<file path="src/rtl/pllvr_reconfig_ctrl.sv">
// Sequencer for Gowin PLLVR dynamic divider reconfiguration: holds the PLL in
// reset while IDSEL/FBDSEL/ODSEL change, waits for filtered lock, retries on timeout.
module pllvr_reconfig_ctrl #(
  parameter int DIV_W = 6,
  parameter logic [DIV_W-1:0] INIT_IDIV = DIV_W'(5),
  parameter logic [DIV_W-1:0] INIT_FDIV = DIV_W'(12),
  parameter logic [DIV_W-1:0] INIT_ODIV = DIV_W'(8),
  parameter int RST_HOLD = 16,
  parameter int LOCK_STABLE = 64,
  parameter int LOCK_TIMEOUT = 65535,
  parameter int MAX_RETRY = 3
) (
  input  logic             clk,
  input  logic             resetn,
  input  logic             req_valid,
  output logic             req_ready,
  input  logic [DIV_W-1:0] req_idiv,
  input  logic [DIV_W-1:0] req_fdiv,
  input  logic [DIV_W-1:0] req_odiv,
  input  logic             pll_lock,
  output logic             pll_reset,
  output logic [DIV_W-1:0] pll_idsel,
  output logic [DIV_W-1:0] pll_fbdsel,
  output logic [DIV_W-1:0] pll_odsel,
  output logic             locked,
  output logic             busy,
  output logic             done,
  output logic             err,
  output logic             lol
);

  localparam int HOLD_W  = $clog2(RST_HOLD + 1);
  localparam int STAB_W  = $clog2(LOCK_STABLE + 1);
  localparam int TMO_W   = $clog2(LOCK_TIMEOUT + 1);
  localparam int RETRY_W = (MAX_RETRY < 1) ? 1 : $clog2(MAX_RETRY + 1);

  localparam logic [HOLD_W-1:0]  HOLD_LAST = HOLD_W'(RST_HOLD - 1);
  localparam logic [STAB_W-1:0]  STAB_LAST = STAB_W'(LOCK_STABLE - 1);
  localparam logic [TMO_W-1:0]   TMO_LAST  = TMO_W'(LOCK_TIMEOUT - 1);
  localparam logic [RETRY_W-1:0] RETRY_MAX = RETRY_W'(MAX_RETRY);

  // Encoding puts pll_reset directly on a flop bit (bit 1) so the PLL reset never glitches.
  typedef enum logic [1:0] {
    ST_WAIT = 2'b00,
    ST_IDLE = 2'b01,
    ST_RST  = 2'b10,
    ST_FAIL = 2'b11
  } state_t;

  state_t state;
  state_t state_next;

  logic               lock_meta;
  logic               lock_s;
  logic [HOLD_W-1:0]  hold_cnt;
  logic [STAB_W-1:0]  stable_cnt;
  logic [TMO_W-1:0]   tmo_cnt;
  logic [RETRY_W-1:0] retry_cnt;

  logic accept;
  logic hold_end;
  logic stable_hit;
  logic timeout_hit;
  logic retry_ok;

  always_ff @(posedge clk or negedge resetn) begin
    if (!resetn) begin
      lock_meta <= 1'b0;
      lock_s    <= 1'b0;
    end else begin
      lock_meta <= pll_lock;
      lock_s    <= lock_meta;
    end
  end

  assign accept      = req_valid & req_ready;
  assign hold_end    = (hold_cnt == HOLD_LAST);
  assign stable_hit  = lock_s && (stable_cnt == STAB_LAST);
  assign timeout_hit = (tmo_cnt == TMO_LAST);
  assign retry_ok    = (retry_cnt < RETRY_MAX);

  always_ff @(posedge clk or negedge resetn) begin
    if (!resetn) begin
      state <= ST_RST;
    end else begin
      state <= state_next;
    end
  end

  always_comb begin
    state_next = state;
    case (state)
      ST_RST:  if (hold_end) state_next = ST_WAIT;
      ST_WAIT: begin
        if (stable_hit) begin
          state_next = ST_IDLE;
        end else if (timeout_hit) begin
          state_next = retry_ok ? ST_RST : ST_FAIL;
        end
      end
      ST_IDLE: if (accept || !lock_s) state_next = ST_RST;
      ST_FAIL: if (accept) state_next = ST_RST;
      default: state_next = ST_RST;
    endcase
  end

  always_comb begin
    pll_reset = state[1];
    busy      = ~state[0];
    req_ready = state[0];
    locked    = (state == ST_IDLE);
  end

  // Counters are cleared on every exit from their state, so they never pass their limit.
  always_ff @(posedge clk or negedge resetn) begin
    if (!resetn) begin
      hold_cnt   <= '0;
      stable_cnt <= '0;
      tmo_cnt    <= '0;
      retry_cnt  <= '0;
      pll_idsel  <= INIT_IDIV;
      pll_fbdsel <= INIT_FDIV;
      pll_odsel  <= INIT_ODIV;
      done       <= 1'b0;
      err        <= 1'b0;
      lol        <= 1'b0;
    end else begin
      done <= 1'b0;
      err  <= 1'b0;
      lol  <= 1'b0;
      case (state)
        ST_RST: hold_cnt <= hold_end ? '0 : hold_cnt + 1'b1;
        ST_WAIT: begin
          if (stable_hit) begin
            done      <= 1'b1;
            retry_cnt <= '0;
          end else if (timeout_hit) begin
            if (retry_ok) retry_cnt <= retry_cnt + 1'b1;
            else          err       <= 1'b1;
          end
          if (stable_hit || timeout_hit) begin
            stable_cnt <= '0;
            tmo_cnt    <= '0;
          end else begin
            stable_cnt <= lock_s ? stable_cnt + 1'b1 : '0;
            tmo_cnt    <= tmo_cnt + 1'b1;
          end
        end
        ST_IDLE, ST_FAIL: begin
          if (accept) begin
            pll_idsel  <= req_idiv;
            pll_fbdsel <= req_fdiv;
            pll_odsel  <= req_odiv;
            retry_cnt  <= '0;
            hold_cnt   <= '0;
            stable_cnt <= '0;
            tmo_cnt    <= '0;
          end else if (state == ST_IDLE && !lock_s) begin
            lol       <= 1'b1;
            retry_cnt <= '0;
          end
        end
        default: ;
      endcase
    end
  end

endmodule

</file>
<file path="config.mk">
export PLATFORM = sky130hd
export DESIGN_NAME = pllvr_reconfig_ctrl
export DESIGN_NICKNAME = d
export VERILOG_FILES = /design/src/rtl/pllvr_reconfig_ctrl.sv
export SDC_FILE = /design/constraint.sdc
export NUM_CORES = 1
export LEC_CHECK = 0
export BUFFER_PORTS_ARGS = -buffer_cell sky130_fd_sc_hd__buf_2
export CELL_PAD_IN_SITES_DETAIL_PLACEMENT = 1
export CELL_PAD_IN_SITES_GLOBAL_PLACEMENT = 1
export CORE_MARGIN = 2
export CORE_UTILIZATION = 40
export DETAILED_ROUTE_END_ITERATION = 8
export PLACE_DENSITY_LB_ADDON = 0.12
export SLEW_MARGIN = 20
export SYNTH_ARGS = -nofsm -noshare
export SYNTH_HDL_FRONTEND = slang
export SYNTH_SLANG_ARGS = --single-unit
</file>
<file path="constraint.sdc">
create_clock -name clk -period 2 [get_ports clk]
set_input_delay 0.1 -clock clk [delete_from_list [all_inputs] [get_ports clk]]
set_output_delay 0.1 -clock clk [all_outputs]
set_load 0.01 [all_outputs]
</file>
==> flow_summary.json <==
{
  "irDropWorstVdd_v": 0.000405,
  "place_hpwl_um": 4440,
  "syn_area_per_cell_um2": 10.9,
  "dpl-instance-area_mm2": 0.00303,
  "vias": 2041,
  "min_path_type": "primary input to flip-flop",
  "viasPerCell": 5.39,
  "cap_violations": 0,
  "clk_pin_slew_ns": 0.10,
  "die_w_um": 85.4,
  "power_density_mw_per_mm2": 962,
  "cts_sinks": 55,
  "nets": 328,
  "min_period_ns": 1.87,
  "cts.htree.levels": 2,
  "area_growth_pct": 18.7,
  "cts.path.max_buffers": 2,
  "min_delay_path_depth": 2,
  "swShare_pct": 35.6,
  "internal_power_w": 0.00195,
  "layout.cells.non_filler": 379,
  "yosys.area_share.adder_pct": 2.36,
  "ys_seq_area_share_pct": 52.2,
  "grt_usage_pct": 18.0,
  "syn_inst": 243,
  "max-slew-margin-rel_pct": 73.6,
  "firstDrtPassIters": 4,
  "cts_buffers": 5,
  "antenna_cells": 0,
  "layout-drive-gt1-share_pct": 34.8,
  "reg2reg_depth": 6,
  "synth_cell_types": 55,
  "p_comb_share_pct": 26.1,
  "power.total_w": 0.00303,
  "setup_viol": 0,
  "cp_cell_sequence": "ha_1 > nand3_1 > o21ai_4 > a21o_4 > or4_1 > nand3_1",
  "syn-num-nets": 270,
  "setup_tns_ns": 0,
  "drv_slew": 0,
  "initial_core_util_pct": 41.5,
  "core_mm2": 0.00639,
  "crit_buf_inv": 0,
  "yosys.area_share.simple_pct": 17.8,
  "arrival_ns": 2.11,
  "cts-root-buf": "clkbuf_8",
  "startpoint_type": "flip-flop",
  "final_hold_viol_count": 0,
  "gp_congestion": 0.731,
  "synth_xor_area_share_pct": 1.65,
  "path_delay_family": "simple AND/OR/NAND/NOR gates",
  "final_antenna_net_count": 0,
  "synth_ff_type": "dfrtp_1",
  "pwr-share-seq_pct": 53.6,
  "cp_num_cells": 6,
  "synth_seq_cells": 55,
  "leakagePower_nw": 1.46,
  "synth_warnings": 0,
  "wirelength_um": 6090,
  "p_clk_share_pct": 20.3,
  "dpl.cell_count": 369,
  "max_stage_delay_ns": 0.47,
  "outcome": "complete, no violations",
  "synth_area_mm2": 0.00265,
  "cp.required_ns": 2.24,
  "cp-end-kind": "flip-flop",
  "clock_skew_ns": 0.00958,
  "synth_top_family_by_area": "simple AND/OR/NAND/NOR gates",
  "pin_count": 47,
  "p_switching_w": 0.00108,
  "fmax_mhz": 536,
  "rows": 29,
  "grt_first_pass_wirelength_um": 10600,
  "portBuffers": 46,
  "drc": 0,
  "synth-edff-count": 0,
  "clock_latency_ns": 0.31,
  "grt_pass1_vias": 2151,
  "grt_overflow": 0,
  "cts_tree": "done",
  "synthMuxAreaShare_pct": 8.83,
  "async_flop_share_pct": 100,
  "die_h_um": 85.4,
  "holdWs_ns": 0.0119,
  "rsz0062_at_grt": "no",
  "fin_crit_sh_pct": 93.3,
  "fp.dieArea_mm2": 0.00729,
  "path_max_fanout": 10,
  "crit_top_cell": "nand3_1",
  "fillers": 722,
  "post_drt_wl_per_cell_um": 16.1,
  "drt_iter0_drc": 50,
  "worstMarginPinSlew_ns": 0.392,
  "critPathKind": "flip-flop to flip-flop",
  "design_area_mm2": 0.00315,
  "grt_start_max_net_pins": 56,
  "synth_compound_area_share_pct": 14.1,
  "antenna_found_initial": 0,
  "slowest_stage": "or4_1"
}
synth_stat cells (2+ instances only):
cell,n,area share [%]
a31oi_1,4,0.94
nand4_1,5,1.2
mux2_2,19,8.1
nand3_1,12,2.3
o21ai_0,18,3.4
o21ai_1,2,0.38
dfrtp_1,49,46
nor3_1,7,1.3
nor4_1,3,0.71
a21oi_1,9,1.7
clkbuf_1,3,0.42
or3_1,5,1.2
nor2b_1,2,0.47
o31ai_1,3,0.85
and3_1,3,0.71
inv_1,7,0.99
nand3_2,3,1.1
dfstp_2,6,5.9
xnor2_1,2,0.66
o22ai_1,2,0.47
ha_1,5,2.4
a22o_1,2,0.66
or2_2,2,0.47
mux2i_1,2,0.76
buf_2,4,0.76
xor2_1,3,0.99
a21o_1,2,0.57
nand2_1,23,3.3
nor2_1,8,1.1
buf_6,2,0.85
a21oi_2,2,0.66
power by group through the flow:
stage / clock [W] / sequential [W] / combinational, W
after floorplan: 0 / 0.00159 / 0.000529
after global placement: 0 / 0.00163 / 0.000780
after detailed placement: 0 / 0.00164 / 0.000794
after CTS: 0.000648 / 0.00162 / 0.000797
after global routing: 0.000692 / 0.00168 / 0.000902
final: 0.000615 / 0.00162 / 0.000789
layout make-up:
cell class / count / area, um2 / area share [%]
Multi-Input combinational cell: 172 / 1200 / 38.1
Sequential cell: 55 / 1380 / 44.0
Clock buffer: 6 / 72.6 / 2.31
Tap cell: 77 / 96.3 / 3.06
Timing Repair Buffer: 60 / 353 / 11.2
Inverter: 7 / 26.3 / 0.835
Clock inverter: 2 / 13.8 / 0.438
cells by family (layout without fill, tap and decap cells):
logic type,Yosys count,count (layout)
simple gates,84,84
compound gates,57,57
flops,55,55
fa+ha+maj,5,5
buf+inv,16,75
xor+xnor,5,5
mux,21,21
stage by stage:
step | setup WS [ns] | utilization [%]
after detailed placement | 0.0906 | 47.4
after global routing | 0.0230 | 49.3
after floorplan | 0.255 | -
after global placement | 0.147 | 47.4
final | 0.135 | 49.3
after CTS | 0.0675 | 49.0
metal layers:
layer,vias up,routed length (um),track usage (%)
li1,1009,-,-
met1,1001,2780,24.0
met2,27,3110,31.1
met3,4,166,3.21
met4,0,41,3.46
met5,-,0,0
placed cells by master (no fill, tap or decap), types with 2 or more instances in the layout:
cell,synthesis,layout
dfrtp_1,49,49
buf_2,4,46
nand2_1,23,23
mux2_2,19,19
o21ai_0,18,18
nand3_1,12,12
buf_4,0,11
a21oi_1,9,9
nor2_1,8,8
inv_1,7,7
nor3_1,7,7
dfstp_2,6,6
nand4_1,5,5
or3_1,5,5
ha_1,5,5
clkbuf_8,0,5
a31oi_1,4,4
nor4_1,3,3
nand3_2,3,3
xor2_1,3,3
and3_1,3,3
o31ai_1,3,3
or2_2,2,2
a21oi_2,2,2
nor2b_1,2,2
o22ai_1,2,2
mux2i_1,2,2
a22o_1,2,2
xnor2_1,2,2
o21ai_1,2,2
a21o_1,2,2
dlygate4sd3_1,0,2
state kept, by name, summed over array words and instances, names as in the netlist:
signal      flops
hold_cnt        5
state           2
pll_odsel       6
stable_cnt      7
tmo_cnt        16
err             1
done            1
lock_s          1
pll_idsel       6
lock_meta       1
pll_fbdsel      6
retry_cnt       2
lol             1
timing repair:
item / 4_1_cts / 5_1_grt
setup buffers: 0 / 0
hold buffers: 2 / 0
resized for setup: 0 / 2
endpoints found under the hold margin: 50 / 0
endpoints found under the setup margin: 0 / 5
path summary, 6_finish.rpt:
path | start | endpoint | slack (ns)
min | req_odiv[2] | pll_odsel[2] | 0.01
min in group asynchronous | resetn | stable_cnt[4] | 0.31
max reg2reg | stable_cnt[0] | tmo_cnt[15] | 0.13
min reg2reg | lock_meta | lock_s | 0.37
max in group asynchronous | resetn | pll_fbdsel[2] | 1.39
max | stable_cnt[0] | tmo_cnt[15] | 0.13
No activity file was read; power rests on OpenSTA's default activity.
